[config.mk]
export PLATFORM = sky130hd
export DESIGN_NAME = cpt_rr_sched_flat
export DESIGN_NICKNAME = d
export VERILOG_FILES = /design/src/rtl/cpt_pkg.sv /design/src/rtl/cpt_rr_sched_if.sv /design/src/rtl/cpt_rr_sched_rr_pick.sv /design/src/rtl/cpt_rr_sched.sv /design/src/flat_wrapper.sv
export SDC_FILE = /design/constraint.sdc
export NUM_CORES = 1
export LEC_CHECK = 0
export CAP_MARGIN = 10
export CORE_UTILIZATION = 40
export DETAILED_ROUTE_END_ITERATION = 6
export GPL_TIMING_DRIVEN = 0
export PLACE_DENSITY_LB_ADDON = 0.15
export REMOVE_ABC_BUFFERS = 1
export SLEW_MARGIN = 5
export SYNTH_ARGS = -nofsm -noshare
export SYNTH_HDL_FRONTEND = slang
export SYNTH_SLANG_ARGS = --single-unit
[constraint.sdc]
create_clock -name clk -period 2 [get_ports clk]
set_input_delay 0.2 -clock clk [delete_from_list [all_inputs] [get_ports clk]]
set_output_delay 0.2 -clock clk [all_outputs]
set_load 0.01 [all_outputs]
[src/rtl/cpt_pkg.sv]
// Shared types and default sizing for the round-robin phase-counter scheduler.
package cpt_pkg;

    localparam int unsigned NREQ_DEFAULT = 4;
    localparam int unsigned SLOT_DEFAULT = 3;

    typedef enum logic [1:0] {
        IDLE = 2'b00,
        RUN  = 2'b01,
        GAP  = 2'b10
    } state_e;

endpackage

[src/rtl/cpt_rr_sched_if.sv]
// Requester <-> scheduler bundle; the done vector exists only with CPT_SCHED_DONE_EN.
interface cpt_rr_sched_if #(
    parameter int unsigned NREQ = cpt_pkg::NREQ_DEFAULT,
    parameter int unsigned SLOT = cpt_pkg::SLOT_DEFAULT
) ();
    localparam int unsigned OW = $clog2(NREQ);

    logic [NREQ-1:0] req;
`ifdef CPT_SCHED_DONE_EN
    logic [NREQ-1:0] done;
`endif
    logic [NREQ-1:0] grant;
    logic [OW-1:0]   owner;
    logic            activate;
    logic [SLOT-1:0] phase;
    logic            busy;

`ifdef CPT_SCHED_DONE_EN
    modport master (output req, done, input grant, owner, activate, phase, busy);
    modport slave  (input req, done, output grant, owner, activate, phase, busy);
`else
    modport master (output req, input grant, owner, activate, phase, busy);
    modport slave  (input req, output grant, owner, activate, phase, busy);
`endif

endinterface

[src/rtl/cpt_rr_sched_rr_pick.sv]
// Combinational round-robin picker: first set request strictly after last, wrapping.
module rr_pick #(
    parameter int unsigned NREQ = 4,
    localparam int unsigned OW  = $clog2(NREQ)
) (
    input  logic [NREQ-1:0] req,
    input  logic [OW-1:0]   last,
    output logic            found_c,
    output logic [OW-1:0]   idx_c
);

    always_comb begin
        logic [OW-1:0] cand;
        found_c = 1'b0;
        idx_c   = '0;
        cand    = '0;
        for (int unsigned i = 1; i <= NREQ; i++) begin
            cand = OW'((32'(last) + i) % NREQ);
            if (!found_c && req[cand]) begin
                found_c = 1'b1;
                idx_c   = cand;
            end
        end
    end

endmodule

[src/rtl/cpt_rr_sched.sv]
// Round-robin owner of the shared one-hot phase counter; IDLE/RUN/GAP FSM with registered outputs.
// Optional early release through the done vector when CPT_SCHED_DONE_EN is defined.
module cpt_rr_sched
    import cpt_pkg::*;
#(
    parameter int unsigned NREQ = NREQ_DEFAULT,
    parameter int unsigned SLOT = SLOT_DEFAULT
) (
    input  logic           clk,
    input  logic           reset,
    cpt_rr_sched_if.slave  bus
);

    localparam int unsigned OW = $clog2(NREQ);

    state_e          state_q, state_d;
    logic [OW-1:0]   last_q, last_d;
    logic [NREQ-1:0] grant_d;
    logic [OW-1:0]   owner_d;
    logic [SLOT-1:0] phase_d;
    logic            activate_d;
    logic            busy_d;
    logic            found_c;
    logic [OW-1:0]   win_c;
    logic            end_c;

    rr_pick #(.NREQ(NREQ)) u_pick (
        .req     (bus.req),
        .last    (last_q),
        .found_c (found_c),
        .idx_c   (win_c)
    );

    // Slot terminates on last phase or owner withdrawal; other requesters are ignored.
    always_comb begin
        end_c = bus.phase[SLOT-1] | ~bus.req[bus.owner];
`ifdef CPT_SCHED_DONE_EN
        end_c = end_c | bus.done[bus.owner];
`endif
    end

    always_comb begin
        state_d    = state_q;
        last_d     = last_q;
        grant_d    = '0;
        owner_d    = '0;
        phase_d    = '0;
        activate_d = 1'b0;
        busy_d     = 1'b0;
        unique case (state_q)
            IDLE, GAP: begin
                if (found_c) begin
                    state_d    = RUN;
                    last_d     = win_c;
                    grant_d    = NREQ'(1) << win_c;
                    owner_d    = win_c;
                    phase_d    = SLOT'(1);
                    activate_d = 1'b1;
                    busy_d     = 1'b1;
                end else begin
                    state_d = IDLE;
                end
            end
            RUN: begin
                busy_d = 1'b1;
                if (end_c) begin
                    state_d = GAP;
                end else begin
                    grant_d    = bus.grant;
                    owner_d    = bus.owner;
                    phase_d    = {bus.phase[SLOT-2:0], 1'b0};
                    activate_d = 1'b1;
                end
            end
            default: state_d = IDLE;
        endcase
    end

    always_ff @(posedge clk or negedge reset) begin
        if (!reset) begin
            state_q      <= IDLE;
            last_q       <= OW'(NREQ - 1);
            bus.grant    <= '0;
            bus.owner    <= '0;
            bus.phase    <= '0;
            bus.activate <= 1'b0;
            bus.busy     <= 1'b0;
        end else begin
            state_q      <= state_d;
            last_q       <= last_d;
            bus.grant    <= grant_d;
            bus.owner    <= owner_d;
            bus.phase    <= phase_d;
            bus.activate <= activate_d;
            bus.busy     <= busy_d;
        end
    end

endmodule

[src/flat_wrapper.sv]
// flat-port wrapper written by rule: the top's interface ports become plain ports
module cpt_rr_sched_flat import cpt_pkg::*;
#(
    parameter int unsigned NREQ = NREQ_DEFAULT,
    parameter int unsigned SLOT = SLOT_DEFAULT
)
  (clk, reset, bus_req, bus_grant, bus_owner, bus_activate, bus_phase, bus_busy);
  cpt_rr_sched_if #(.NREQ(NREQ), .SLOT(SLOT)) bus_i ();
  input  logic clk;
  input  logic reset;
  input wire logic [$bits(bus_i.req)-1:0] bus_req;
  output wire logic [$bits(bus_i.grant)-1:0] bus_grant;
  output wire logic [$bits(bus_i.owner)-1:0] bus_owner;
  output wire logic [$bits(bus_i.activate)-1:0] bus_activate;
  output wire logic [$bits(bus_i.phase)-1:0] bus_phase;
  output wire logic [$bits(bus_i.busy)-1:0] bus_busy;
  assign bus_i.req = bus_req;
  assign bus_grant = bus_i.grant;
  assign bus_owner = bus_i.owner;
  assign bus_activate = bus_i.activate;
  assign bus_phase = bus_i.phase;
  assign bus_busy = bus_i.busy;
  cpt_rr_sched #(.NREQ(NREQ), .SLOT(SLOT)) u_core (.clk(clk), .reset(reset), .bus(bus_i));
endmodule
Word-level counts from Yosys, hierarchy flattened
Cells that the tools add are included.
{"block": "classes", "n_reduce_logical": 9, "eq_ne": 3, "magnitude_cmp": 5, "shift": 1, "muxes": 34, "add_sub_neg": 4, "bitwise": 2}
{"operator": "$lt A2 B3 Y1 const B", "count": 5}
{"operator": "$mux W2", "count": 7}
{"operator": "$mux W1", "count": 13}
{"operator": "$bmux W1 S2", "count": 5}
{"operator": "$mux W4", "count": 2}
{"operator": "$pmux W2 S2", "count": 2}
{"operator": "$pmux W4 S2", "count": 1}
{"operator": "$pmux W3 S2", "count": 1}
{"operator": "$add A2 B1 Y2 const B", "count": 2}
{"operator": "$add A2 B2 Y2 const B", "count": 2}
{"operator": "$pmux W1 S2", "count": 2}
{"operator": "$shl A1 B2 Y4 const A", "count": 1}
{"operator": "$logic_and A1 B1 Y1", "count": 3}
{"operator": "$logic_not A1 Y1", "count": 3}
{"operator": "$mux W3", "count": 1}
{"operator": "$eq A2 B1 Y1 const B", "count": 1}
{"operator": "$eq A2 B2 Y1 const B", "count": 1}
{"operator": "$logic_not A2 Y1", "count": 1}
{"operator": "$ne A2 B1 Y1 const B", "count": 1}
{"operator": "$reduce_and A2 Y1", "count": 1}
{"operator": "$reduce_or A2 Y1", "count": 1}
{"operator": "$not A1 Y1", "count": 1}
{"operator": "$or A1 B1 Y1", "count": 1}
{"block": "totals", "input_bits": 6, "output_inout_bits": 11, "word_cells": 65, "register_bits": 15}

Logic depth before layout (Yosys ltp)
{"block": "logic_depth", "word_depth": 16, "depth_mapped": 5, "mapped_depth_nobuf": 4}

Hierarchy
Synthesis repeated with hierarchy kept, for this count alone.
{"block": "hier_totals", "hier_cells": 55, "hier_area_um2": 694.4}
{"mod": "cpt_rr_sched", "cells_per_inst": 41, "n_inst": 1, "seq_area_each_um2": 377.9, "area_per_inst_um2": 603.1}
{"mod": "rr_pick", "cells_per_inst": 14, "n_inst": 1, "seq_area_each_um2": 0.0, "area_per_inst_um2": 91.3}

Worst setup path before layout
No wires, ideal clock.
{"block": "synth_path", "path_kind": "reg2reg", "startpoint": "reg u_core.bus.owner[0]", "endpoint": "reg u_core.bus.grant[0]", "synth_period_minus_slack_ns": 1.471, "path_buffers": 0, "required_time_ns": 1.879, "path_stages_with_launch": 4, "arrival_time_ns": 1.351, "setup_time_ns": 0.121, "slack_ns": 0.529, "path_cell_list": "dfrtp_1 -> mux4_2 -> nor3b_4 -> a22o_1"}
{"block": "synth_via", "elab_chain_cells": 5}
{"element": "start, declared", "line": "cpt_rr_sched_if.sv:23", "text": "modport slave (input req, output grant, owner, activate, phase, busy);"}
{"element": "start signal, assigned", "line": "cpt_rr_sched.sv:92", "text": "bus.owner <= owner_d;"}
{"element": "$bmux W1 S2", "line": "cpt_rr_sched.sv:36", "text": "end_c = bus.phase[SLOT-1] | ~bus.req[bus.owner];"}
{"element": "$mux W1 (not written as such)", "line": "cpt_rr_sched.sv:36"}
{"element": "$not A1 Y1", "line": "cpt_rr_sched.sv:36"}
{"element": "$or A1 B1 Y1", "line": "cpt_rr_sched.sv:36"}
{"element": "$ne A2 B1 Y1 (no source line)"}
{"element": "end signal, assigned", "line": "cpt_rr_sched.sv:91", "text": "bus.grant <= grant_d;"}
{"element": "end, declared", "line": "cpt_rr_sched_if.sv:23"}
No other way between the ends. The select of a mux whose other input is x is not followed.
A chain may end at the register's enable or synchronous reset.

Worst setup path in the final report
{"block": "layout_path", "startpoint": "in bus_req[3]", "endpoint": "reg u_core.bus.grant[0]"}
{"block": "layout_via", "elab_chain_cells": 15, "word_cells_on_any_way": 30, "cone_classes": "eq/ne: 1; shift: 1; mux: 20; bitwise: 2; reduce/logical: 6"}
{"element": "start, declared", "line": "flat_wrapper.sv:11", "text": "input wire logic [$bits(bus_i.req)-1:0] bus_req;"}
{"element": "$bmux W1 S2", "line": "cpt_rr_sched_rr_pick.sv:19", "text": "if (!found_c && req[cand]) begin"}
{"element": "$mux W1 (not written as such)", "line": "cpt_rr_sched_rr_pick.sv:19"}
{"element": "$mux W1", "line": "cpt_rr_sched_rr_pick.sv:19"}
{"element": "$logic_not A1 Y1", "line": "cpt_rr_sched_rr_pick.sv:19"}
{"element": "$logic_and A1 B1 Y1", "line": "cpt_rr_sched_rr_pick.sv:19"}
{"element": "$mux W1", "line": "cpt_rr_sched_rr_pick.sv:19"}
{"element": "$logic_not A1 Y1", "line": "cpt_rr_sched_rr_pick.sv:19"}
{"element": "$logic_and A1 B1 Y1", "line": "cpt_rr_sched_rr_pick.sv:19"}
{"element": "$mux W1", "line": "cpt_rr_sched_rr_pick.sv:19"}
{"element": "$logic_not A1 Y1", "line": "cpt_rr_sched_rr_pick.sv:19"}
{"element": "$logic_and A1 B1 Y1", "line": "cpt_rr_sched_rr_pick.sv:19"}
{"element": "$mux W2", "line": "cpt_rr_sched_rr_pick.sv:19"}
{"element": "$shl A1 B2 Y4", "line": "cpt_rr_sched.sv:55", "text": "grant_d = NREQ'(1) << win_c;"}
{"element": "$mux W4", "line": "cpt_rr_sched.sv:52", "text": "if (found_c) begin"}
{"element": "$pmux W4 S2", "line": "cpt_rr_sched.sv:50", "text": "unique case (state_q)"}
Several ways; a longest one is shown, not always the timed one. The select of a mux whose other input is x is not followed.

==> impl_metrics.env <==
export IMPL_clockBufferDepth=2
export IMPL_pwr_share_clk=0.129
export IMPL_place_inst=88
export IMPL_num_rows=14
export IMPL_fmax_mhz=645
export IMPL_clockRootBuffer="clkbuf_4"
export IMPL_drive_gt1_frac=0.118
export IMPL_layout_commonest_cell="clkdlybuf4s50_1"
export IMPL_die_y_um=42.8
export IMPL_p_seq_frac=0.418
export IMPL_cap_violations=0
export IMPL_initial_core_util=0.437
export IMPL_clk_latency_ns=0.27
export IMPL_drtPass1Iterations=3
export IMPL_peakVddDrop_v=0.000666
export IMPL_post_cts_setup_buffers=0
export IMPL_maxSlewViolCount=0
export IMPL_grt_met2_usage=0.218
export IMPL_p_int_w=0.000837
export IMPL_fin_tns_setup_ns=0
export IMPL_final_cells=92
export IMPL_dp_hpwl_um=866
export IMPL_fin_crit_sh=0.775
export IMPL_ys_ff_latch=15
export IMPL_min_period_ns=1.55
export IMPL_netlist_area_um2=666
export IMPL_grt_util_all_layers=0.161
export IMPL_yosysSeqAreaShare=0.568
export IMPL_pwr_density_cell_nw_per_um2=1470
export IMPL_place_congestion=0.758
export IMPL_drc=0
export IMPL_cts_buffers=3
export IMPL_critPathKind="in2reg"
export IMPL_status="finished clean"
export IMPL_gr_usage_met3=0.0511
export IMPL_setup_violations=0
export IMPL_antenna_found_initial=0
export IMPL_ys_async_sr_fraction=1.00
export IMPL_grtUsageMet1=0.224
export IMPL_htree_levels=1
export IMPL_finish_instance_area_um2=867
export IMPL_fin_hold_ws_ns=0.323
export IMPL_crit_family="buffers and inverters"
export IMPL_final_antenna_net_count=0
export IMPL_dieWidth_um=42.8
export IMPL_cpMaxStageDelayCell="clkdlybuf4s50_1"
export IMPL_synth_cell_types=25
export IMPL_io_buffers=16
export IMPL_nets=83
export IMPL_grt_busiest_layer="met1"
export IMPL_cpPeakStageDelay_ns=0.55
export IMPL_n_fill_cell=127
export IMPL_crit_buf_inv=1
export IMPL_arrival_ns=1.72
export IMPL_utilization=0.569
export IMPL_grt_first_pass_wirelength_um=2140
export IMPL_yosys_warnings=0
export IMPL_dieArea_um2=1830
export IMPL_syn_inst=57
export IMPL_cts_repair_resized=0
export IMPL_leakagePower_nw=0.383
export IMPL_comb_power_share=0.454
export IMPL_cts_tree="yes"
export IMPL_pin_count=17
export IMPL_switching_share=0.344
export IMPL_path_max_fanout=10
export IMPL_rsz0062_at_grt="no"
export IMPL_avgViaCountPerCell=5.32
export IMPL_diodes=0
export IMPL_synth_edf_count=0
export IMPL_core_area_um2=1520
export IMPL_grt_overflow_total=0
export IMPL_worstSetupEndpointType="flip-flop"
export IMPL_postSynthAreaPerCell_um2=11.7
export IMPL_avgRoutedWirePerCell_um=13.3
export IMPL_grt_pass1_vias=457
export IMPL_synth_flop_cell="dfrtp_1"
export IMPL_final_cell_mix="clkdlybuf4s50_1 (16), dfrtp_1 (13), nand2_1 (12)"
export IMPL_finalClockSkew_ns=0.00189
export IMPL_drt_initial_drc_count=9
export IMPL_hold_violations=0
export IMPL_crit_required_ns=2.17
export IMPL_tightest_slew_ns=0.654
export IMPL_routed_wl_um=1220
export IMPL_clk_pin_slew_ns=0.08
export IMPL_slew_headroom=0.563
export IMPL_area_growth_pct=30.3
export IMPL_hold_buffers=0
export IMPL_numClockSinks=15
export IMPL_p_sw_w=0.000439
export IMPL_vias=489
export IMPL_worstHoldPathType="in2async"
export IMPL_grt_max_degree=16
export IMPL_cp_cell_sequence="clkdlybuf4s50_1 > mux4_2 > nor3b_4 > a22o_1"
export IMPL_cp_start_kind="input pin"
export IMPL_placed_cell_area_um2=841
[layer usage]
layer / wire [µm] / up-vias
met4: 19 / 0
met2: 522 / 12
met1: 590 / 241
li1: - / 234
met5: 0 / -
met3: 91 / 2
[kinds of logic (layout without fill, tap and decap cells)]
kind of cell / count (synthesis) / in the layout / share of synthesized area
AO/OA/AOI/OAI: 11 / 11 / 0.149
flip-flops: 15 / 15 / 0.568
AND/OR/NAND/NOR: 25 / 25 / 0.201
multiplexers: 3 / 3 / 0.0639
buffers and inverters: 3 / 22 / 0.0188
[through the flow]
step	worst slack (ns)	total power (W)
3_5_place_dp	0.169	0.00112
3_3_place_gp	0.167	0.00111
5_1_grt	0.348	0.00138
2_1_floorplan	0.529	0.000855
6_report	0.450	0.00128
4_1_cts	0.450	0.00129
[Yosys cell counts (2+ instances only)]
library cell,n,area (µm²)
dfrtp_1,13,325
nand2_1,12,45.0
nand2b_1,3,18.8
nor2_1,3,11.3
and2_1,2,12.5
dfstp_2,2,52.6
inv_1,2,7.51
mux2i_1,2,20.0
o21ai_1,2,10.0
[sequential cells by signal, indices dropped and copies added (netlist names)]
name / cells
u_core.bus.grant: 4
u_core.bus.phase: 3
u_core.bus.owner: 2
u_core.last_q: 2
u_core.state_q: 2
u_core.bus.activate: 1
u_core.bus.busy: 1
[power groups by stage]
stage / registers, W / logic (W) / clock network [W]
finish: 0.000533 / 0.000579 / 0.000164
global route: 0.000555 / 0.000640 / 0.000188
CTS: 0.000535 / 0.000585 / 0.000173
detailed placement: 0.000542 / 0.000580 / 0
global placement: 0.000538 / 0.000575 / 0
floorplan: 0.000575 / 0.000281 / 0
[final cells by class]
class	count	area, µm²	area share
clock buffers	4	26.3	0.0303
inverters	2	7.51	0.00866
flip-flops and latches	15	378	0.436
repair buffers	16	160	0.185
well taps	16	20.0	0.0231
multi-input cells	39	275	0.317
[worst paths after layout]
check                                                   to                             from  cells after the start  slack (ns)
hold / removal                   u_core.bus.busy$_DFF_PN0_                            reset                      1        0.32
setup / recovery           u_core.bus.grant[0]$_DFFE_PN0N_                       bus_req[3]                      4        0.45
hold reg to reg            u_core.bus.grant[1]$_DFFE_PN0N_  u_core.bus.grant[1]$_DFFE_PN0N_                      2        0.48
setup reg to reg           u_core.bus.grant[0]$_DFFE_PN0N_  u_core.bus.owner[0]$_DFFE_PN0N_                      3        0.50
min in group clk           u_core.bus.grant[1]$_DFFE_PN0N_  u_core.bus.grant[1]$_DFFE_PN0N_                      2        0.48
max in group asynchronous  u_core.bus.grant[2]$_DFFE_PN0N_                            reset                      1        1.26
[worst register-to-register path, delay by kind of cell, from the launching register on]
kind	cells	cell delay, ns
AND/OR/NAND/NOR	1	0.20
multiplexers	1	0.52
AO/OA/AOI/OAI	1	0.24
flip-flops	1	0.43
Power figures use the tool's default switching activity.
